File: config.mk
export PLATFORM = sky130hd
export DESIGN_NAME = usb_rx_param
export DESIGN_NICKNAME = d
export VERILOG_FILES = /design/src/rtl/usb_rx_param.sv
export SDC_FILE = /design/constraint.sdc
export NUM_CORES = 1
export LEC_CHECK = 0
export CAP_MARGIN = 20
export CORE_MARGIN = 5
export CORE_UTILIZATION = 55
export DETAILED_ROUTE_END_ITERATION = 10
export HOLD_SLACK_MARGIN = 0.06
export PLACE_DENSITY = 0.74
export SETUP_SLACK_MARGIN = 0.15
export SYNTH_ARGS = -nofsm -noshare
export SYNTH_HDL_FRONTEND = slang
export SYNTH_SLANG_ARGS = --single-unit
export TNS_END_PERCENT = 30
File: constraint.sdc
create_clock -name clk -period 4.8 [get_ports clk]
set_input_delay 0.48 -clock clk [delete_from_list [all_inputs] [get_ports clk]]
set_output_delay 0.48 -clock clk [all_outputs]
set_load 0.01 [all_outputs]
File: src/rtl/usb_rx_param.sv
// usb_rx_param: full-speed USB packet receiver with configurable oversampling
// and receive FIFO depth. Recovers bit timing from D+ transitions, NRZI
// decodes, removes stuff bits, checks SYNC, detects EOP and buffers payload
// bytes in a first-word-fall-through FIFO.
//
// Optional build macro: USB_RX_CRC16_EN enables CRC16 residual checking at EOP.
//
// state    | meaning
// ---------+-------------------------------------------------------------
// IDLE     | bus idle (J); waiting for the first K of SYNC
// SYNC     | assembling the first byte and comparing it to SYNC_BYTE
// RECV     | assembling payload bytes and pushing them into the FIFO
// EOP      | SE0 seen on a byte boundary; waiting for the closing J
// ERR_WAIT | packet failed; discarding data until SE0 followed by J
module usb_rx_param #(
  parameter int          CLKS_PER_BIT = 8,
  parameter int          FIFO_DEPTH   = 8,
  parameter logic [7:0]  SYNC_BYTE    = 8'h80
) (
  input  logic       clk,
  input  logic       n_rst,
  input  logic       d_plus,
  input  logic       d_minus,
  input  logic       r_enable,
  output logic [7:0] r_data,
  output logic       empty,
  output logic       full,
  output logic       rcving,
  output logic       r_error,
  output logic [7:0] byte_count,
  output logic       pkt_done
);

  localparam int TW = $clog2(CLKS_PER_BIT);
  localparam int AW = $clog2(FIFO_DEPTH);
  localparam logic [TW-1:0] HALF_LD = TW'(CLKS_PER_BIT / 2 - 1);
  localparam logic [TW-1:0] FULL_LD = TW'(CLKS_PER_BIT - 1);
  localparam logic [AW:0]   DEPTH_N = (AW + 1)'(FIFO_DEPTH);

  localparam logic [2:0] ST_IDLE = 3'd0;
  localparam logic [2:0] ST_SYNC = 3'd1;
  localparam logic [2:0] ST_RECV = 3'd2;
  localparam logic [2:0] ST_EOP  = 3'd3;
  localparam logic [2:0] ST_ERR  = 3'd4;

  logic          dp_meta, dp_sync, dm_meta, dm_sync, dp_last;
  logic [TW-1:0] bit_tmr;
  logic [2:0]    state;
  logic          prev_smp;
  logic [2:0]    ones_cnt;
  logic [2:0]    bit_cnt;
  logic [7:0]    shreg;
  logic          byte_valid;
  logic [7:0]    byte_q;
  logic          pkt_err;
  logic          se0_seen;
  logic          crc_ok;

  logic [7:0]    mem [FIFO_DEPTH];
  logic [AW-1:0] wr_ptr, rd_ptr;
  logic [AW:0]   count;

  logic edge_dp, fall_dp, sample, se0, j_line, smp_se0, smp_j;
  logic dec_bit, smp_data, is_stuff, stuff_err, bit_ok, byte_cmp;
  logic start_pkt, pop, do_push, overflow;
  logic [7:0] next_byte;

  assign edge_dp   = dp_sync ^ dp_last;
  assign fall_dp   = dp_last & ~dp_sync;
  assign sample    = (bit_tmr == '0) && !edge_dp;
  assign se0       = !dp_sync && !dm_sync;
  assign j_line    = dp_sync && !dm_sync;
  assign smp_se0   = sample && se0;
  assign smp_j     = sample && j_line;
  assign dec_bit   = (dp_sync == prev_smp);
  assign smp_data  = sample && !se0 && ((state == ST_SYNC) || (state == ST_RECV));
  assign is_stuff  = (ones_cnt == 3'd6);
  assign stuff_err = smp_data && is_stuff && dec_bit;
  assign bit_ok    = smp_data && !is_stuff;
  assign next_byte = {dec_bit, shreg[7:1]};
  assign byte_cmp  = bit_ok && (bit_cnt == 3'd7);
  assign start_pkt = (state == ST_IDLE) && fall_dp;

  assign empty    = (count == '0);
  assign full     = (count == DEPTH_N);
  assign pop      = r_enable && !empty;
  assign do_push  = byte_valid && (!full || pop);
  assign overflow = byte_valid && full && !pop;
  assign r_data   = empty ? 8'h00 : mem[rd_ptr];

  // Two-flop synchronisers on both lines, reset to idle J; dp_last tracks D+ edges.
  always_ff @(posedge clk or negedge n_rst) begin
    if (!n_rst) begin
      dp_meta <= 1'b1;
      dp_sync <= 1'b1;
      dm_meta <= 1'b0;
      dm_sync <= 1'b0;
      dp_last <= 1'b1;
    end else begin
      dp_meta <= d_plus;
      dp_sync <= dp_meta;
      dm_meta <= d_minus;
      dm_sync <= dm_meta;
      dp_last <= dp_sync;
    end
  end

  // Bit timer: a D+ edge reloads half a bit, terminal count reloads a full bit.
  always_ff @(posedge clk or negedge n_rst) begin
    if (!n_rst) begin
      bit_tmr <= FULL_LD;
    end else if (edge_dp) begin
      bit_tmr <= HALF_LD;
    end else if (bit_tmr == '0) begin
      bit_tmr <= FULL_LD;
    end else begin
      bit_tmr <= bit_tmr - 1'b1;
    end
  end

  // NRZI decode, unstuffing and LSB-first byte assembly.
  always_ff @(posedge clk or negedge n_rst) begin
    if (!n_rst) begin
      prev_smp   <= 1'b1;
      ones_cnt   <= 3'd0;
      bit_cnt    <= 3'd0;
      shreg      <= 8'h00;
      byte_valid <= 1'b0;
      byte_q     <= 8'h00;
    end else begin
      if (state == ST_IDLE) begin
        prev_smp <= 1'b1;
      end else if (sample) begin
        prev_smp <= dp_sync;
      end
      if (start_pkt) begin
        ones_cnt <= 3'd0;
        bit_cnt  <= 3'd0;
      end else if (smp_data) begin
        if (is_stuff) begin
          ones_cnt <= 3'd0;
        end else begin
          ones_cnt <= dec_bit ? ones_cnt + 3'd1 : 3'd0;
          shreg    <= next_byte;
          bit_cnt  <= bit_cnt + 3'd1;
        end
      end
      byte_valid <= byte_cmp && (state == ST_RECV);
      if (byte_cmp) begin
        byte_q <= next_byte;
      end
    end
  end

  // Packet sequencing, sticky error and done pulse.
  always_ff @(posedge clk or negedge n_rst) begin
    if (!n_rst) begin
      state    <= ST_IDLE;
      rcving   <= 1'b0;
      r_error  <= 1'b0;
      pkt_done <= 1'b0;
      pkt_err  <= 1'b0;
      se0_seen <= 1'b0;
    end else begin
      pkt_done <= 1'b0;
      case (state)
        ST_IDLE: begin
          if (start_pkt) begin
            state   <= ST_SYNC;
            rcving  <= 1'b1;
            pkt_err <= 1'b0;
          end
        end
        ST_SYNC: begin
          if (stuff_err) begin
            r_error  <= 1'b1;
            se0_seen <= 1'b0;
            state    <= ST_ERR;
          end else if (smp_se0) begin
            r_error  <= 1'b1;
            se0_seen <= 1'b1;
            state    <= ST_ERR;
          end else if (byte_cmp) begin
            if (next_byte == SYNC_BYTE) begin
              r_error <= 1'b0;
              state   <= ST_RECV;
            end else begin
              r_error  <= 1'b1;
              se0_seen <= 1'b0;
              state    <= ST_ERR;
            end
          end
        end
        ST_RECV: begin
          if (smp_se0) begin
            if (bit_cnt == 3'd0) begin
              state <= ST_EOP;
            end else begin
              r_error  <= 1'b1;
              se0_seen <= 1'b1;
              state    <= ST_ERR;
            end
          end else if (stuff_err) begin
            r_error  <= 1'b1;
            se0_seen <= 1'b0;
            state    <= ST_ERR;
          end
        end
        ST_EOP: begin
          if (smp_j) begin
            rcving   <= 1'b0;
            state    <= ST_IDLE;
            pkt_done <= !pkt_err && crc_ok;
            if (!crc_ok) begin
              r_error <= 1'b1;
            end
          end
        end
        ST_ERR: begin
          if (smp_se0) begin
            se0_seen <= 1'b1;
          end else if (smp_j && se0_seen) begin
            rcving <= 1'b0;
            state  <= ST_IDLE;
          end
        end
        default: state <= ST_IDLE;
      endcase
      // A byte that finds the FIFO full is dropped but the packet carries on.
      if (overflow) begin
        r_error <= 1'b1;
        pkt_err <= 1'b1;
      end
    end
  end

  // FIFO pointers, occupancy and per-packet byte counter.
  always_ff @(posedge clk or negedge n_rst) begin
    if (!n_rst) begin
      wr_ptr     <= '0;
      rd_ptr     <= '0;
      count      <= '0;
      byte_count <= 8'h00;
    end else begin
      if (do_push) begin
        wr_ptr <= wr_ptr + 1'b1;
      end
      if (pop) begin
        rd_ptr <= rd_ptr + 1'b1;
      end
      case ({do_push, pop})
        2'b10:   count <= count + 1'b1;
        2'b01:   count <= count - 1'b1;
        default: count <= count;
      endcase
      if (start_pkt) begin
        byte_count <= 8'h00;
      end else if (do_push && (byte_count != 8'hFF)) begin
        byte_count <= byte_count + 8'd1;
      end
    end
  end

  // FIFO storage; contents are don't-care until written.
  always_ff @(posedge clk) begin
    if (do_push) begin
      mem[wr_ptr] <= byte_q;
    end
  end

`ifdef USB_RX_CRC16_EN
  logic [15:0] crc;
  logic        pid_seen;

  function automatic logic [15:0] crc16_byte(input logic [15:0] c, input logic [7:0] d);
    logic [15:0] r;
    r = c;
    for (int i = 0; i < 8; i++) begin
      if (r[15] ^ d[i]) begin
        r = {r[14:0], 1'b0} ^ 16'h8005;
      end else begin
        r = {r[14:0], 1'b0};
      end
    end
    return r;
  endfunction

  // CRC16 over every received byte after the PID, including dropped ones.
  always_ff @(posedge clk or negedge n_rst) begin
    if (!n_rst) begin
      crc      <= 16'hFFFF;
      pid_seen <= 1'b0;
    end else if (start_pkt) begin
      crc      <= 16'hFFFF;
      pid_seen <= 1'b0;
    end else if (byte_valid) begin
      if (pid_seen) begin
        crc <= crc16_byte(crc, byte_q);
      end
      pid_seen <= 1'b1;
    end
  end

  assign crc_ok = (crc == 16'h800D);
`else
  assign crc_ok = 1'b1;
`endif

endmodule

# After elaboration in Yosys (flattened, before gate mapping)
# Memory sizes are Yosys's and may differ from the RTL's.
# Index checks and enable logic that the tools add are counted.
# totals
ff_bits	58
ramBits	64
in_bits	5
wordCells	167
mem_count	1
# mem_list
memory	depth	word_bits	read_ports	rd_clocked_by_memory_dff	write_ports	line	text
mem	8	8	1	0	1	59	logic [7:0] mem [FIFO_DEPTH];
# classes
addsub	8
n_eq_ne	25
muxes	56
bitwise_logic	5
reduce_logical	50
# op_table
op	n
$mux W3	20
$mux W1	28
$mux W8	3
$logic_and A1 B1 Y1	19
$ne A4 B4 Y1 const B	4
$pmux W3 S5	1
$add A3 B1 Y3 const B	4
$reduce_and A6 Y1	2
$reduce_bool A2 Y1	6
$ne A2 B2 Y1 const B	5
$eq A3 B3 Y1 const B	3
$logic_not A1 Y1	9
$logic_not A3 Y1	3
$reduce_bool A3 Y1	3
$add A8 B1 Y8 const B	1
$eq A8 B8 Y1 const B	1
$ne A8 B8 Y1 const B	1
$pmux W4 S2	1
$eq A3 B2 Y1 const B	2
$ne A3 B3 Y1 const B	2
$pmux W1 S3	2
$ne A5 B5 Y1 const B	1
$reduce_and A5 Y1	1
$add A4 B1 Y4 const B	1
other kinds (17)	21

# Logic depth before layout (Yosys ltp)
# Gate-level depths: netlist of the first run.
# logic_depth
depth_word	12
ltp_mapped	11

# Least setup slack after synthesis of the first run
# Ideal clock, no wire load.
# synth_path
kind	reg-to-reg
start	reg count[1]
end	reg count[2]
arrival_ns	2.529
required_time_ns	4.675
slack_ns	2.146
path_stages_with_launch	11
n_path_buf	1
period_less_slack_ns	2.654
cell_sequence	dfrtp_1 buf_2 nor4_2 nor2b_1 ha_1 xor2_1 ha_1 a21oi_1 xnor2_1 nand2_1 xnor2_1
# synth_via
elab_chain_len	7
elab_cells_between_ends	13
cone_classes	add/sub: 2; eq/ne: 3; mux: 1; reduce/logical: 7
# synth_lines
item	line	text
start: declaration	61	logic [AW:0] count;
start signal: assignment	252	2'b10: count <= count + 1'b1;
start signal: assignment	253	2'b01: count <= count - 1'b1;
start signal: assignment	254	default: count <= count;
$logic_not A4 Y1 (*)	84	assign empty = (count == '0);
named net empty	26	output logic empty,
$logic_not A1 Y1 (*)	86	assign pop = r_enable && !empty;
$logic_and A1 B1 Y1 (*)	86	
named net pop	65	logic start_pkt, pop, do_push, overflow;
$logic_or A1 B1 Y1	87	assign do_push = byte_valid && (!full || pop);
$logic_and A1 B1 Y1	87	
$eq A2 B1 Y1 or $eq A2 B2 Y1 (tied branches)	251	case ({do_push, pop})
$pmux W4 S2 or $reduce_bool A2 Y1 (tied branches)	-	
# Mark *: on every way through the listed nets, which the timed path passes. The rest lies on a longest branch.
# A chain may end at the register's enable or synchronous reset.

# Worst setup path after layout of the first run
# layout_path
start	reg rd_ptr[0]
end	out r_data[4]
# layout_via
elab_chain_len	2
# layout_lines
item	line	text
start: declaration	60	logic [AW-1:0] wr_ptr, rd_ptr;
start signal: assignment	249	rd_ptr <= rd_ptr + 1'b1;
$mem_v2 Z8 W8	-	
$mux W8	89	assign r_data = empty ? 8'h00 : mem[rd_ptr];
end: declaration	25	output logic [7:0] r_data,
# No other way between the ends.

==> flow_summary.json, run 1 <==
{
  "status": "finished, final reports clean",
  "drt-vias-per-instance": 5.787,
  "clkSlewWorstSetupHoldPaths_ps": 60,
  "worst_slew_pin_slew_ps": 1075,
  "synth_cell_types": 61,
  "first_iter_violations": 219,
  "diodes": 0,
  "antenna_found_initial": 0,
  "intPower_w": 0.002320,
  "ys.warnings.count": 0,
  "portBuffers": 25,
  "pwr-share-clk": 0.426,
  "r2r_cells": 9,
  "post_cts_buffers": 0,
  "skew_ps": 6.671,
  "ant_nets": 0,
  "fin_ws_ps": 1606,
  "period_share": 0.6654,
  "path_class": "flop to output port",
  "switching_share": 0.2591,
  "relSlewSlack": 0.2774,
  "core-area_mm2": 0.009774,
  "root_buffer": "clkbuf_8",
  "start_util": 0.5637,
  "arrival_ps": 2710,
  "drt-total-wl_mm": 10.19,
  "synth_edf_count": 64,
  "groute.layer.met3.usage": 0.05067,
  "async_reset_ff_frac": 0.4711,
  "r2r-end": "count[2]",
  "dp_slack_ps": 1728,
  "ys_ff_latch": 121,
  "synth_area_leaders": "edfxtp_1 (35%), dfrtp_1 (23%), mux4_2 (6.5%)",
  "finalHoldWorstSlack_ps": 84.33,
  "power.switching_w": 0.0008115,
  "comb_power_share": 0.157,
  "grt-busiest-layer": "met2",
  "final-max-slew-violation-count": 0,
  "dr.pass1.iters": 5,
  "ir_worst_vdd_mv": 0.2331,
  "grt_pass1_vias": 3295,
  "max_freq_mhz": 313.1,
  "syn_avg_cell_area_um2": 13.91,
  "drc": 0,
  "power.leakage_nw": 2.699,
  "gp_congestion": 0.8792,
  "grt_max_degree": 58,
  "hold_buffers": 0,
  "synth_seq_area_share": 0.6092,
  "start_kind": "flop",
  "num_rows": 36,
  "clock_sinks": 121,
  "cap_violations": 0,
  "yosysTopAreaCell": "edfxtp_1",
  "synthesis.area_mm2": 0.005510,
  "synth_top_flop_cell": "edfxtp_1",
  "finalNetCount": 450,
  "gr-total-overflow": 0,
  "dieHeight_um": 110.1,
  "met2_usage": 0.3085,
  "p_per_area_mw_per_mm2": 480.7,
  "grt.met1_usage": 0.2386,
  "reg2reg_setup_slack_ps": 1730,
  "grt_pass1_wl_mm": 16.91,
  "end_kind": "output port",
  "area_growth_pct": 18.23,
  "cts_max_path_buffers": 2,
  "syn_nets": 415,
  "cts_max_level": 4,
  "vias": 3339,
  "hold_class": "input pin to asynchronous set/reset pin",
  "synthTopCellsByCount": "edfxtp_1 (64), dfrtp_1 (50), nand2_1 (31), nor2_1 (31), nand3_1 (17)",
  "finalHoldViolations": 0,
  "r2r_start": "count[1]",
  "cts_resized": 0,
  "crit_path_max_fanout": 10,
  "finalCriticalPeriod_ps": 3194,
  "clk_latency_ps": 510,
  "synthDominantCellAreaShare": 0.3488,
  "pwr-share-seq": 0.417,
  "drive_gt1_frac": 0.2095,
  "required_ps": 4320,
  "nFillCells": 678,
  "die_w_um": 110.1,
  "wl_per_cell_um": 17.66,
  "rsz0062_at_grt": "false",
  "cts_tree": "done",
  "dp_hpwl_mm": 6.423,
  "synth_most_common_cell": "edfxtp_1",
  "syn_inst": 396,
  "gr-usage-all-layers": 0.1871,
  "tns_ps": 0,
  "ioPinCount": 26,
  "die-area_mm2": 0.01212,
  "numCtsBuffers": 17,
  "finalSetupViolCount": 0
}
## power groups by stage
stage / registers, W / clock network (W) / logic [W]
global placement: 0.00134 / 0 / 0.000441
CTS: 0.00133 / 0.00135 / 0.000463
finish: 0.00131 / 0.00133 / 0.000491
floorplan: 0.00122 / 0 / 0.000465
global route: 0.00132 / 0.00140 / 0.000541
detailed placement: 0.00135 / 0 / 0.000457
## cell type report
class | count | area (um^2) | share of cell area
Sequential cell | 121 | 3357 | 0.5153
Multi-Input combinational cell | 246 | 2012 | 0.3088
Clock buffer | 19 | 421.7 | 0.06472
Timing Repair Buffer | 33 | 312.8 | 0.04801
Clock inverter | 13 | 200.2 | 0.03073
Tap cell | 133 | 166.4 | 0.02554
Inverter | 12 | 45.04 | 0.006914
## cells in the final DEF (no fill, tap or decap), types with 3 or more instances in the layout
master,synthesis,layout
edfxtp_1,64,64
dfrtp_1,50,50
nor2_1,31,31
nand2_1,31,31
clkdlybuf4s50_1,0,24
nand3_1,17,17
mux4_2,16,16
clkbuf_16,0,16
ha_1,14,14
nor3_1,13,13
mux2_2,13,13
xnor2_1,13,13
inv_1,12,12
mux2i_1,8,8
a21oi_1,7,7
dfstp_2,7,7
buf_4,5,7
nor4_1,6,6
nand4_1,6,6
nand2b_1,5,5
o21ai_0,5,5
o31ai_1,5,5
mux2_4,5,5
bufinv_16,0,5
xor2_1,3,3
nor2b_1,3,3
nor3b_1,3,3
## worst max-delay path by stage
stage	end	cells after the start	start
finish	r_data[4]	5	rd_ptr[0]
global route	r_data[4]	5	rd_ptr[0]
CTS	r_data[4]	4	rd_ptr[0]
detailed placement	count[2]	9	count[1]
global placement	count[2]	9	count[1]
floorplan	count[2]	10	count[1]
## sequential cells by signal, summed over array words and instances (netlist names), 3 cells and up
register,count
bit_tmr,3
count,4
mem,64
state,3
ones_cnt,3
wr_ptr,3
rd_ptr,3
bit_cnt,3
byte_q,8
byte_count,8
shreg,7
## critical path, cell delays in order, from the launching register on
cell             delay [ps]
dfrtp_1                 680
buf_8                   230
mux4_2                  510
mux2i_1                 180
nor2_1                   70
clkdlybuf4s50_1         520
## metal layers
metal	up-vias	wire (um)
met1	1679	4303
met3	12	462
met2	91	5308
met4	0	113
met5	-	0
li1	1557	-
## stage by stage
stage | instance area, um^2 | std cells | util | total power (W)
after detailed placement | 5878 | 544 | 0.6014 | 0.001802
final | 6515 | 577 | 0.6665 | 0.003132
after floorplan | 5510 | 396 | - | 0.001683
after global routing | 6515 | 577 | 0.6665 | 0.003264
after CTS | 6500 | 576 | 0.6650 | 0.003143
after global placement | 5878 | 544 | 0.6014 | 0.001784
## logic make-up after synthesis
group / after synthesis / share of synthesized area
buffers and inverters: 29 / 0.02566
and+or+nand+nor: 133 / 0.1297
adders and majority gates: 14 / 0.03179
DFF: 121 / 0.6092
muxes: 43 / 0.1222
xor gates and xnor gates: 18 / 0.03134
AOI/OAI and AO/OA: 38 / 0.05018
(Power assumes the default switching activity.)
==> run 2: changes to the inputs <==
CORE_UTILIZATION = 54   (was 55)
PLACE_DENSITY = 0.75   (was 0.74)
clock period = 2.75 ns   (was 4.8 ns; I/O delays follow)
==> run 2 against run 1 <==
  * Register-to-register slack worse by 1500 ps
  * Clock skew is 2.1 ps higher
  * Setup slack worse by 1500 ps
  * Worst hold slack better by 89 ps
  * Largest cell class unchanged
==> flow_summary.json, run 2 (synthesis gave the netlist of run 1 again) <==
{
  "area_growth_pct": 20.05,
  "cts_max_level": 4,
  "ff_latch_area_mm2": 0.003359,
  "fin_ws_ps": 80.51,
  "grt_pass1_vias": 3384,
  "end_kind": "output port",
  "cts_tree": "done",
  "finalNetCount": 464,
  "die-area_mm2": 0.01232,
  "status": "finished, final reports clean",
  "start_util": 0.5586,
  "clock_sinks": 121,
  "gr-usage-all-layers": 0.1827,
  "numCtsBuffers": 17,
  "finalCriticalPeriod_ps": 2669,
  "p_per_area_mw_per_mm2": 802.6,
  "dp_hpwl_mm": 7.011,
  "final_cell_mix": "edfxtp_1 (64), dfrtp_1 (48), nor2_1 (31), nand2_1 (31), buf_4 (19)",
  "cts_max_path_buffers": 2,
  "grt_max_degree": 28,
  "clk_latency_ps": 510,
  "dr.pass1.iters": 4,
  "core-area_mm2": 0.009864,
  "nFillCells": 714,
  "drc": 0,
  "max_stage_delay_ps": 490,
  "r2r_start": "count[1]",
  "hold_class": "input pin to flop",
  "r2r_cells": 8,
  "ant_nets": 0,
  "relSlewSlack": 0.4225,
  "grt_pass1_wl_mm": 17.50,
  "start_kind": "flop",
  "regMostFlops": "mem",
  "portBuffers": 25,
  "max_freq_mhz": 374.6,
  "layout_commonest_cell": "edfxtp_1",
  "arrival_ps": 2390,
  "cap_violations": 0,
  "vias": 3357,
  "finalHoldViolations": 0,
  "multiInputGateArea_mm2": 0.002036,
  "skew_ps": 8.821,
  "finalSetupViolCount": 0,
  "reg2reg_setup_slack_ps": 230,
  "ioPinCount": 26,
  "path_class": "flop to output port",
  "crit_start": "rd_ptr[0]",
  "rsz0062_at_grt": "true",
  "largest_reg_flops": 64,
  "hold_depth": 1,
  "top_regs": "mem (64), byte_count (8), byte_q (8)",
  "first_iter_violations": 147,
  "worst_slew_pin_slew_ps": 859.6,
  "drive_gt1_frac": 0.2380,
  "r2r-end": "count[3]",
  "diodes": 0,
  "dp_slack_ps": 239.6,
  "final-max-slew-violation-count": 0,
  "ir_worst_vdd_mv": 0.4100,
  "antenna_found_initial": 0,
  "root_buffer": "clkbuf_8",
  "gp_congestion": 0.9154,
  "crit_slowest_cell": "mux4_2",
  "power.leakage_nw": 2.814,
  "required_ps": 2480,
  "gr-total-overflow": 0,
  "tns_ps": 0,
  "finalHoldWorstSlack_ps": 172.9,
  "crit_end": "r_data[2]",
  "drt-total-wl_mm": 10.65,
  "dieHeight_um": 111.0,
  "num_rows": 36,
  "crit_path_cell_trace": "bufbuf_16, mux4_2, mux2i_1, nor2_1, clkdlybuf4s50_1",
  "die_w_um": 111.0,
  "drt-vias-per-instance": 5.680,
  "wl_per_cell_um": 18.02,
  "clkSlewWorstSetupHoldPaths_ps": 60,
  "period_share": 0.9707,
  "crit_path_max_fanout": 8
}
## run 2: per-layer routing
metal | track usage | up-vias | share of wire | wire length, um
met2 | 0.3139 | 74 | 0.53 | 5675
met5 | 0 | - | 0 | 0
li1 | - | 1580 | - | -
met4 | 0.06083 | 0 | 0.0068 | 72
met3 | 0.05404 | 7 | 0.053 | 566
met1 | 0.2214 | 1696 | 0.41 | 4336
## run 2: what timing repair did
item	CTS	global route
endpoints found under the hold margin	19	0
gates resized for setup	4	7
setup buffers	1	0
hold buffers	1	0
cloned	1	0
endpoints found under the setup margin	8	8
pin swaps	0	1
## run 2: worst min path at each step
stage | start | slack, ps | end
2_1_floorplan | n_rst | -20 | bit_cnt[0]
3_3_place_gp | n_rst | 300 | se0_seen
3_5_place_dp | n_rst | 310 | se0_seen
4_1_cts | d_plus | 150 | dp_meta
5_1_grt | d_plus | 160 | dp_meta
6_report | d_plus | 170 | dp_meta
## run 2: critical path: cells and delay by family, from the launching register on
kind / cells / cell delay [ps]
flip-flops: 1 / 410
AND/OR/NAND/NOR: 1 / 60
multiplexers: 2 / 640
buffers and inverters: 2 / 770
## run 2: power by group
part           internal [W]  total (W)  switching (W)  leakage, nW
Sequential          0.00202    0.00227       0.000250         1.42
Combinational      0.000561   0.000985       0.000424         1.13
Clock               0.00128    0.00206       0.000779        0.257
Total               0.00386    0.00531        0.00145         2.81
## run 2: area by class of cell
type	instances	area share
Sequential cell	121	0.5078
Clock inverter	13	0.01948
Multi-Input combinational cell	246	0.3077
Clock buffer	19	0.06374
Timing Repair Buffer	47	0.06923
Inverter	12	0.006809
Tap cell	133	0.02516
## run 2: metrics by stage
step                power, W  cells  area (um^2)  utilization
floorplan           0.002951    396         5519            -
global placement    0.003184    556         5989       0.6072
detailed placement  0.003212    556         5989       0.6072
CTS                 0.005343    591         6590       0.6681
global route        0.005554    591         6615       0.6706
finish              0.005309    591         6615       0.6706
